$ cat config.mk
export PLATFORM = sky130hd
export DESIGN_NAME = cdc_flag_sender
export DESIGN_NICKNAME = d
export VERILOG_FILES = /design/src/rtl/cdc_pkg.sv /design/src/rtl/sync_fifo.sv /design/src/rtl/cdc_flag_sender.sv
export SDC_FILE = /design/constraint.sdc
export NUM_CORES = 1
export LEC_CHECK = 0
export ABC_AREA = 0
export CAP_MARGIN = 10
export CORE_UTILIZATION = 55
export CTS_BUF_LIST = sky130_fd_sc_hd__clkbuf_8
export CTS_CLUSTER_DIAMETER = 30
export CTS_CLUSTER_SIZE = 8
export DETAILED_ROUTE_END_ITERATION = 8
export GPL_TIMING_DRIVEN = 0
export HOLD_SLACK_MARGIN = 0.1
export PLACE_DENSITY = 0.78
export SLEW_MARGIN = 25
export SYNTH_ARGS = -nofsm -noshare
export SYNTH_HDL_FRONTEND = slang
export SYNTH_SLANG_ARGS = --single-unit
$ cat constraint.sdc
create_clock -name clk -period 6 [get_ports clk]
set_clock_uncertainty 0.15 [all_clocks]
set_input_delay 0.6 -clock clk [delete_from_list [all_inputs] [get_ports clk]]
set_output_delay 0.6 -clock clk [all_outputs]
set_load 0.02 [all_outputs]
$ cat src/rtl/cdc_pkg.sv
// Shared definitions for the flag/data crossing: sender FSM states and default word width.
package cdc_pkg;
  localparam int DEFAULT_WIDTH = 8;

  typedef enum logic [1:0] {
    IDLE     = 2'd0,
    SEND     = 2'd1,
    WAIT_ACK = 2'd2,
    GAP      = 2'd3
  } senderStateT;
endpackage

$ cat src/rtl/sync_fifo.sv
// Single-clock FIFO with registered occupancy; head is the word the next pop removes.
module sync_fifo #(
  parameter int WIDTH = 8,
  parameter int DEPTH = 4
) (
  input  logic                         clk,
  input  logic                         rst,
  input  logic                         push,
  input  logic [WIDTH-1:0]             pushData,
  input  logic                         pop,
  output logic                         full,
  output logic                         empty,
  output logic [$clog2(DEPTH+1)-1:0]   level,
  output logic [WIDTH-1:0]             head
);
  localparam int AW = $clog2(DEPTH);
  localparam int LW = $clog2(DEPTH+1);

  logic [WIDTH-1:0] mem [DEPTH];
  logic [AW-1:0]    wrPtr, rdPtr;
  logic             doPush, doPop;

  // A full FIFO refuses pushes even when a pop frees a slot in the same cycle.
  assign doPush = push & ~full;
  assign doPop  = pop & ~empty;
  assign full   = (level == LW'(DEPTH));
  assign empty  = (level == '0);
  assign head   = mem[rdPtr];

  always_ff @(posedge clk) begin
    if (rst) begin
      wrPtr <= '0;
      rdPtr <= '0;
      level <= '0;
    end else begin
      if (doPush) wrPtr <= wrPtr + AW'(1);
      if (doPop)  rdPtr <= rdPtr + AW'(1);
      level <= level + LW'(doPush) - LW'(doPop);
    end
  end

  always_ff @(posedge clk) begin
    if (doPush) mem[wrPtr] <= pushData;
  end
endmodule

$ cat src/rtl/cdc_flag_sender.sv
// Source-side flag sender: queues words, emits one-cycle flag pulses with held data,
// optionally waits for a returned ack (with timeout), then enforces a quiet gap.
module cdc_flag_sender
  import cdc_pkg::*;
#(
  parameter int WIDTH       = DEFAULT_WIDTH,
  parameter int DEPTH       = 4,
  parameter int GAP         = 8,
  parameter int ACK_EN      = 1,
  parameter int ACK_TIMEOUT = 64
) (
  input  logic                       clk,
  input  logic                       rst,
  input  logic                       in_valid,
  input  logic [WIDTH-1:0]           in_data,
  output logic                       in_ready,
  output logic                       flag_o,
  output logic [WIDTH-1:0]           data_o,
  input  logic                       ack_i,
  output logic                       busy,
  output logic                       timeout_err,
  output logic [$clog2(DEPTH+1)-1:0] level
);
  localparam int GW = $clog2(GAP+1);
  localparam int TW = $clog2(ACK_TIMEOUT+1);
  localparam logic [GW-1:0] GAP_LAST = GW'(GAP - 1);
  localparam logic [TW-1:0] TO_LAST  = TW'(ACK_TIMEOUT - 1);

  senderStateT      state, nextState;
  logic [GW-1:0]    gapCnt;
  logic [TW-1:0]    toCnt;
  logic             pop, toExpire;
  logic             fifoFull, fifoEmpty;
  logic [WIDTH-1:0] fifoHead;

  sync_fifo #(.WIDTH(WIDTH), .DEPTH(DEPTH)) uFifo (
    .clk      (clk),
    .rst      (rst),
    .push     (in_valid),
    .pushData (in_data),
    .pop      (pop),
    .full     (fifoFull),
    .empty    (fifoEmpty),
    .level    (level),
    .head     (fifoHead)
  );

  assign in_ready = ~fifoFull;
  assign busy     = (state != IDLE) | ~fifoEmpty;

  always_comb begin
    nextState = state;
    pop       = 1'b0;
    toExpire  = 1'b0;
    case (state)
      IDLE:     if (!fifoEmpty) nextState = SEND;
      SEND: begin
        pop       = 1'b1;
        nextState = (ACK_EN != 0) ? WAIT_ACK : cdc_pkg::GAP;
      end
      // An ack arriving in the expiry cycle takes priority over the timeout.
      WAIT_ACK: begin
        if (ack_i) begin
          nextState = cdc_pkg::GAP;
        end else if (toCnt == TO_LAST) begin
          nextState = cdc_pkg::GAP;
          toExpire  = 1'b1;
        end
      end
      cdc_pkg::GAP: if (gapCnt == GAP_LAST) nextState = IDLE;
      default:  nextState = IDLE;
    endcase
  end

  always_ff @(posedge clk) begin
    if (rst) begin
      state       <= IDLE;
      gapCnt      <= '0;
      toCnt       <= '0;
      flag_o      <= 1'b0;
      data_o      <= '0;
      timeout_err <= 1'b0;
    end else begin
      state       <= nextState;
      flag_o      <= (nextState == SEND);
      timeout_err <= toExpire;
      // data_o is loaded only on SEND entry so it stays stable for the slow side.
      if (nextState == SEND) data_o <= fifoHead;
      if (nextState != state) begin
        gapCnt <= '0;
        toCnt  <= '0;
      end else begin
        if (state == cdc_pkg::GAP) gapCnt <= gapCnt + GW'(1);
        if (state == WAIT_ACK)     toCnt  <= toCnt + TW'(1);
      end
    end
  end
endmodule

# Word level (Yosys, flattened, before mapping)
# Memories as Yosys holds them, arrays and structs flattened. A register that Yosys moved wholly into a read port is not among the register bits.
# Index checks and enable logic that the tools add are counted.
[word_totals]
regBits = 22
mem_bits_rw = 32
in_bits = 12
out_inout_bits = 15
word_cells = 43
memories = 1
[memory_table]
columns = ["name", "words", "width", "rd", "rd_ports_with_merged_regs", "wr", "line_no", "rtl"]
rows = [
  ["uFifo.mem", 4, 8, 1, 1, 1, "sync_fifo.sv:19", "logic [WIDTH-1:0] mem [DEPTH];"],
]
[op_classes]
add_sub_neg = 6
eq_ne = 8
mux = 9
bitwise_logic = 6
n_reduce_logical = 5
[op_table]
columns = ["op", "count"]
rows = [
  ["two-way mux 2 bit", 4],
  ["one-hot mux 2 bit (4 select lines)", 1],
  ["adder 7 x 1 -> 7 bit, second input constant", 1],
  ["== test 7 x 6 -> 1 bit, second input constant", 1],
  ["adder 2 x 1 -> 2 bit, second input constant", 2],
  ["adder 4 x 1 -> 4 bit, second input constant", 1],
  ["== test 2 x 1 -> 1 bit, second input constant", 2],
  ["== test 2 bit, second input constant", 2],
  ["== test 4 x 3 -> 1 bit, second input constant", 1],
  ["two-way mux 1 bit", 4],
  ["adder 3 x 1 -> 3 bit", 1],
  ["== test 3 bit, second input constant", 1],
  ["logical NOT 3 bit", 1],
  ["NOT 1 bit", 3],
  ["OR reduction 3 bit", 1],
  ["subtractor 3 x 1 -> 3 bit", 1],
  ["bitwise AND 1 bit", 2],
  ["logical NOT 2 bit", 1],
  ["!= test 2 bit", 1],
  ["nonzero test 2 bit", 1],
  ["OR reduction 2 bit", 1],
  ["bitwise OR 1 bit", 1],
]

# Depth between registers and ports, before layout
[logic_depth]
ltp_word = 6
ltp_mapped = 10
ltp_nobuf = 9

# Modules after synthesis
# Synthesis repeated with hierarchy kept, for this count alone.
[unflattened]
cells_unflattened = 203
area_unflattened_um2 = 2573.7
[modules_own_cells]
columns = ["module", "instances", "cells_each", "area_per_inst_um2", "seq_area_each_um2"]
rows = [
  ["sync_fifo", 1, 93, 1631.6, 1141.1],
  ["cdc_flag_sender", 1, 110, 942.2, 460.4],
]

# Worst setup path before layout
# OpenSTA, ideal clock, no wires.
[synth_path]
path_type = "register to register"
from = "register uFifo.level[1]"
to = "register uFifo.level[2]"
setup_ps = 128
t_arrival_ps = 2150
t_required_ps = 5722
path_slack_ps = 3573
path_stages_with_launch = 10
path_buffers = 0
period_less_slack_ps = 2427
cell_sequence = "dfxtp_1 -> or3_4 -> nor3b_1 -> ha_1 -> inv_1 -> ha_1 -> fa_1 -> xnor2_1 -> xnor2_1 -> nor2_1"
[synth_via]
elab_cells_between_ends = 8
classes_between = "add/sub (2); eq/ne (1); bitwise (4); reduce/logical (1)"
[synth_rtl]
columns = ["item", "line_no", "rtl"]
rows = [
  ["start: declaration", "sync_fifo.sv:13", "output logic [$clog2(DEPTH+1)-1:0] level,"],
  ["start signal: assignment", "sync_fifo.sv:38", "level <= level + LW'(doPush) - LW'(doPop);"],
  ["logical NOT 3 bit", "sync_fifo.sv:27", "assign empty = (level == '0);"],
  ["NOT 1 bit", "sync_fifo.sv:25", "assign doPop = pop & ~empty;"],
  ["bitwise AND 1 bit", "sync_fifo.sv:25", ""],
  ["net uFifo.doPop", "sync_fifo.sv:21", "logic doPush, doPop;"],
  ["subtractor 3 x 1 -> 3 bit", "sync_fifo.sv:38", ""],
]
# The timed path passes the listed nets, and every way through them passes these cells.
# A chain may end at the register's enable or synchronous reset.

# Worst setup path in the final report
[layout_path]
from = "register uFifo.level[0]"
to = "output port busy"
[layout_via]
elab_chain_len = 3
[layout_lines]
columns = ["item", "line_no", "rtl"]
rows = [
  ["logical NOT 3 bit", "sync_fifo.sv:27", ""],
  ["NOT 1 bit", "cdc_flag_sender.sv:49", "assign busy = (state != IDLE) | ~fifoEmpty;"],
  ["bitwise OR 1 bit", "cdc_flag_sender.sv:49", ""],
  ["end: declaration", "cdc_flag_sender.sv:20", "output logic busy,"],
]
# No other way between the ends.

==> results.toml <==
[run_status]
status = "finished clean"

[sta]
relSlewSlack_pct = 61.05
fmax_mhz = 360.0
layout_setup_ws_ns = 3.223
post-route-period-util_pct = 46.29
tightest_slew_ns = 0.5828
rsz0062_at_grt = "no"
min_period_ns = 2.778
setup_violations = 0
hold_viol = 0
final_max_slew_viol_count = 0
fin_setup_tns_ns = 0

[cells_and_area]
diodes = 0
area_growth_syn_to_layout_pct = 19.42
final_area_mm2 = 0.003216
fin_nets = 255
fin_cells = 306
layout-drive-gt1-share_pct = 17.15

[yosys]
synth_edf_count = 32
async_flop_share_pct = 0
synth_area_leaders = "edfxtp_1 36%, dfxtp_1 22%, mux4_2 6.7%"
ys_warn_count = 0
synth_top_family_by_area = "simple AND/OR/NAND/NOR gates"
syn_nets = 219
ys_ff_latch = 62
netlist_area_mm2 = 0.002693
synth_fa_ha_area_share_pct = 4.461
synth_xor_xnor_area_share_pct = 3.903
synth_top_cell_area_share_pct = 35.69
synthMuxAreaShare_pct = 10.78
ys_types = 44
synth_compound_area_share_pct = 3.903
ys.flop_type = "edfxtp_1"
yosys.area_share.simple_pct = 14.73
netlist_instances = 198
yosysSeqAreaShare_pct = 57.99
syn_area_per_cell_um2 = 13.60
synth_common_cells = "32 x edfxtp_1, 30 x dfxtp_1, 16 x nand2b_1, 13 x nor3_1, 11 x mux2i_1"
synth_most_common_cell = "edfxtp_1"
synth_top_cell_by_area = "edfxtp_1"

[clocking]
cts_tree = "done"
cts_resized = 0
clk_pin_slew_worst_paths_ns = 0.07
htree_levels = 3
clock_sinks = 62
cts_hold_buf = 0
postCtsSetupBuffers = 0
cts_root_buffer = "clkbuf_8"
cts_buffers = 9
clock_path_buffers = 2
clock_latency_ns = 0.33

[worst_setup_path]
rrSetupSlack_ns = 3.50
worstSetupPathType = "flop to output pin"
cp.required_ns = 5.25
rr_endpoint = "uFifo.level[2]$_SDFF_PP0_"
r2r-start = "uFifo.level[0]$_SDFF_PP0_"
critPathCaptureType = "output pin"
startpoint_type = "flop"
reg2reg_depth = 9
worstPathArrival_ns = 2.03
crit_fanout = 4

[placement]
hpwl_um = 2964
dp.cells = 290
routabilityCongestion = 0.6789
dp_slack_ns = 3.387
placement.cell_area_mm2 = 0.003027
io_buffer_count = 25

[global_route]
grt-ovfl-total = 0
antenna_found_initial = 0
track_usage_pct = 19.62
grt_pass1_vias = 1530
grt_max_degree = 12
grt_pass1_wl_um = 7369

[routing]
dr.pass1.iters = 4
vias = 1567
first_iter_violations = 97
vias_per_cell = 5.121
drtAntennaViolNets = 0
drcViolationCount = 0
post_drt_wl_per_cell_um = 14.27
drt-total-wl_um = 4368

[power]
p_leak_nw = 1.190
peakVddDrop_v = 0.0002478
p_int_mw = 0.9555
total_power_mw = 1.405
p_comb_share_pct = 35.4
switchingPower_mw = 0.4497
swShare_pct = 32.00
p_clk_share_pct = 24.8
pwr-share-seq_pct = 39.8
power-per-cell-area_mw_per_mm2 = 437.0

[min_path]
whs_endpoint = "data_o[2]$_SDFFE_PP0P_"
hp-class = "flop to flop"
whs_path_depth = 2
min_from = "data_o[2]$_SDFFE_PP0P_"

[floorplanning]
die_height_um = 71.97
rows = 25
die-area_mm2 = 0.005180
die_x_um = 71.97
ios = 27
initial_core_util_pct = 57.01
core_mm2 = 0.004723

[flow_run]
cap_violations = 0
-- placed cells by master (no fill, tap or decap), types with 2 or more instances in the layout --
master	netlist	routed
a211oi_2	2	2
and2_1	4	4
buf_2	2	2
buf_6	3	3
clkbuf_1	3	3
clkbuf_8	1	10
clkdlybuf4s50_1	0	25
clkinv_2	0	3
dfxtp_1	30	30
edfxtp_1	32	32
ha_1	8	8
inv_1	8	9
mux2i_1	11	11
mux4_2	8	8
nand2_1	5	5
nand2b_1	16	16
nand3_1	2	2
nand4_1	2	2
nor2_1	9	9
nor2b_1	2	2
nor3_1	13	13
o21ai_0	2	2
or3_4	2	2
xnor2_1	6	6
xor2_1	6	6
-- sequential cells by signal, summed over array words and instances (netlist names) --
| register | count |
|---|---|
| data_o | 8 |
| uFifo.mem | 32 |
| flag_o | 1 |
| uFifo.wrPtr | 2 |
| toCnt | 7 |
| uFifo.rdPtr | 2 |
| state | 2 |
| gapCnt | 4 |
| uFifo.level | 3 |
| timeout_err | 1 |
-- critical path, stage by stage (launching register included) --
cell             delay (ns)
dfxtp_1                0.34
or3_4                  0.42
nor3_2                 0.29
inv_2                  0.10
clkdlybuf4s50_1        0.55
-- metrics by stage --
step | hold slack (ns) | utilization [%]
floorplan | 0.3264 | -
global placement | 0.3112 | 64.08
detailed placement | 0.3220 | 64.08
CTS | 0.3326 | 68.08
global route | 0.3398 | 68.08
finish | 0.3250 | 68.08
-- cell families (layout without fill, tap and decap cells) --
group           count (synthesis)  count (layout)
flops                          62              62
fa+ha+maj                       9               9
xor+xnor                       12              12
simple gates                   65              65
compound gates                 11              11
buf+inv                        20              61
mux                            19              19
-- power groups by stage --
| stage | Clock [mW] | Sequential [mW] | Combinational, mW |
|---|---|---|---|
| final | 0.349 | 0.559 | 0.497 |
| after global routing | 0.372 | 0.567 | 0.545 |
| after CTS | 0.354 | 0.560 | 0.502 |
| after detailed placement | 0 | 0.569 | 0.498 |
| after global placement | 0 | 0.565 | 0.489 |
| after floorplan | 0 | 0.607 | 0.305 |
-- routing by layer --
metal	vias up	track usage (%)	routed length (um)
met5	-	0	0
met4	0	12.20	70
met3	8	4.167	170
met2	39	28.09	2013
met1	743	27.55	2114
li1	777	-	-
-- how the worst max path moves through the flow --
stage          slack, ns                        end  cells past startpoint                      start
2_1_floorplan       3.57  uFifo.level[2]$_SDFF_PP0_                      9  uFifo.level[1]$_SDFF_PP0_
3_3_place_gp        3.43  uFifo.level[1]$_SDFF_PP0_                      5                   in_valid
3_5_place_dp        3.39  uFifo.level[1]$_SDFF_PP0_                      5                   in_valid
4_1_cts             3.21                       busy                      4  uFifo.level[0]$_SDFF_PP0_
5_1_grt             3.12                       busy                      4  uFifo.level[1]$_SDFF_PP0_
6_report            3.22                       busy                      4  uFifo.level[0]$_SDFF_PP0_
-- layout make-up --
cell class              count  area (um2)
clock buffers               9       123.9
well taps                  67       83.83
inverters                   9       33.78
flip-flops and latches     62        1562
plain buffers              11       80.08
clock inverters             7       65.06
multi-input cells         116        1017
repair buffers             25       250.2
fillers                   353        1508
No activity file was read; power rests on OpenSTA's default activity.
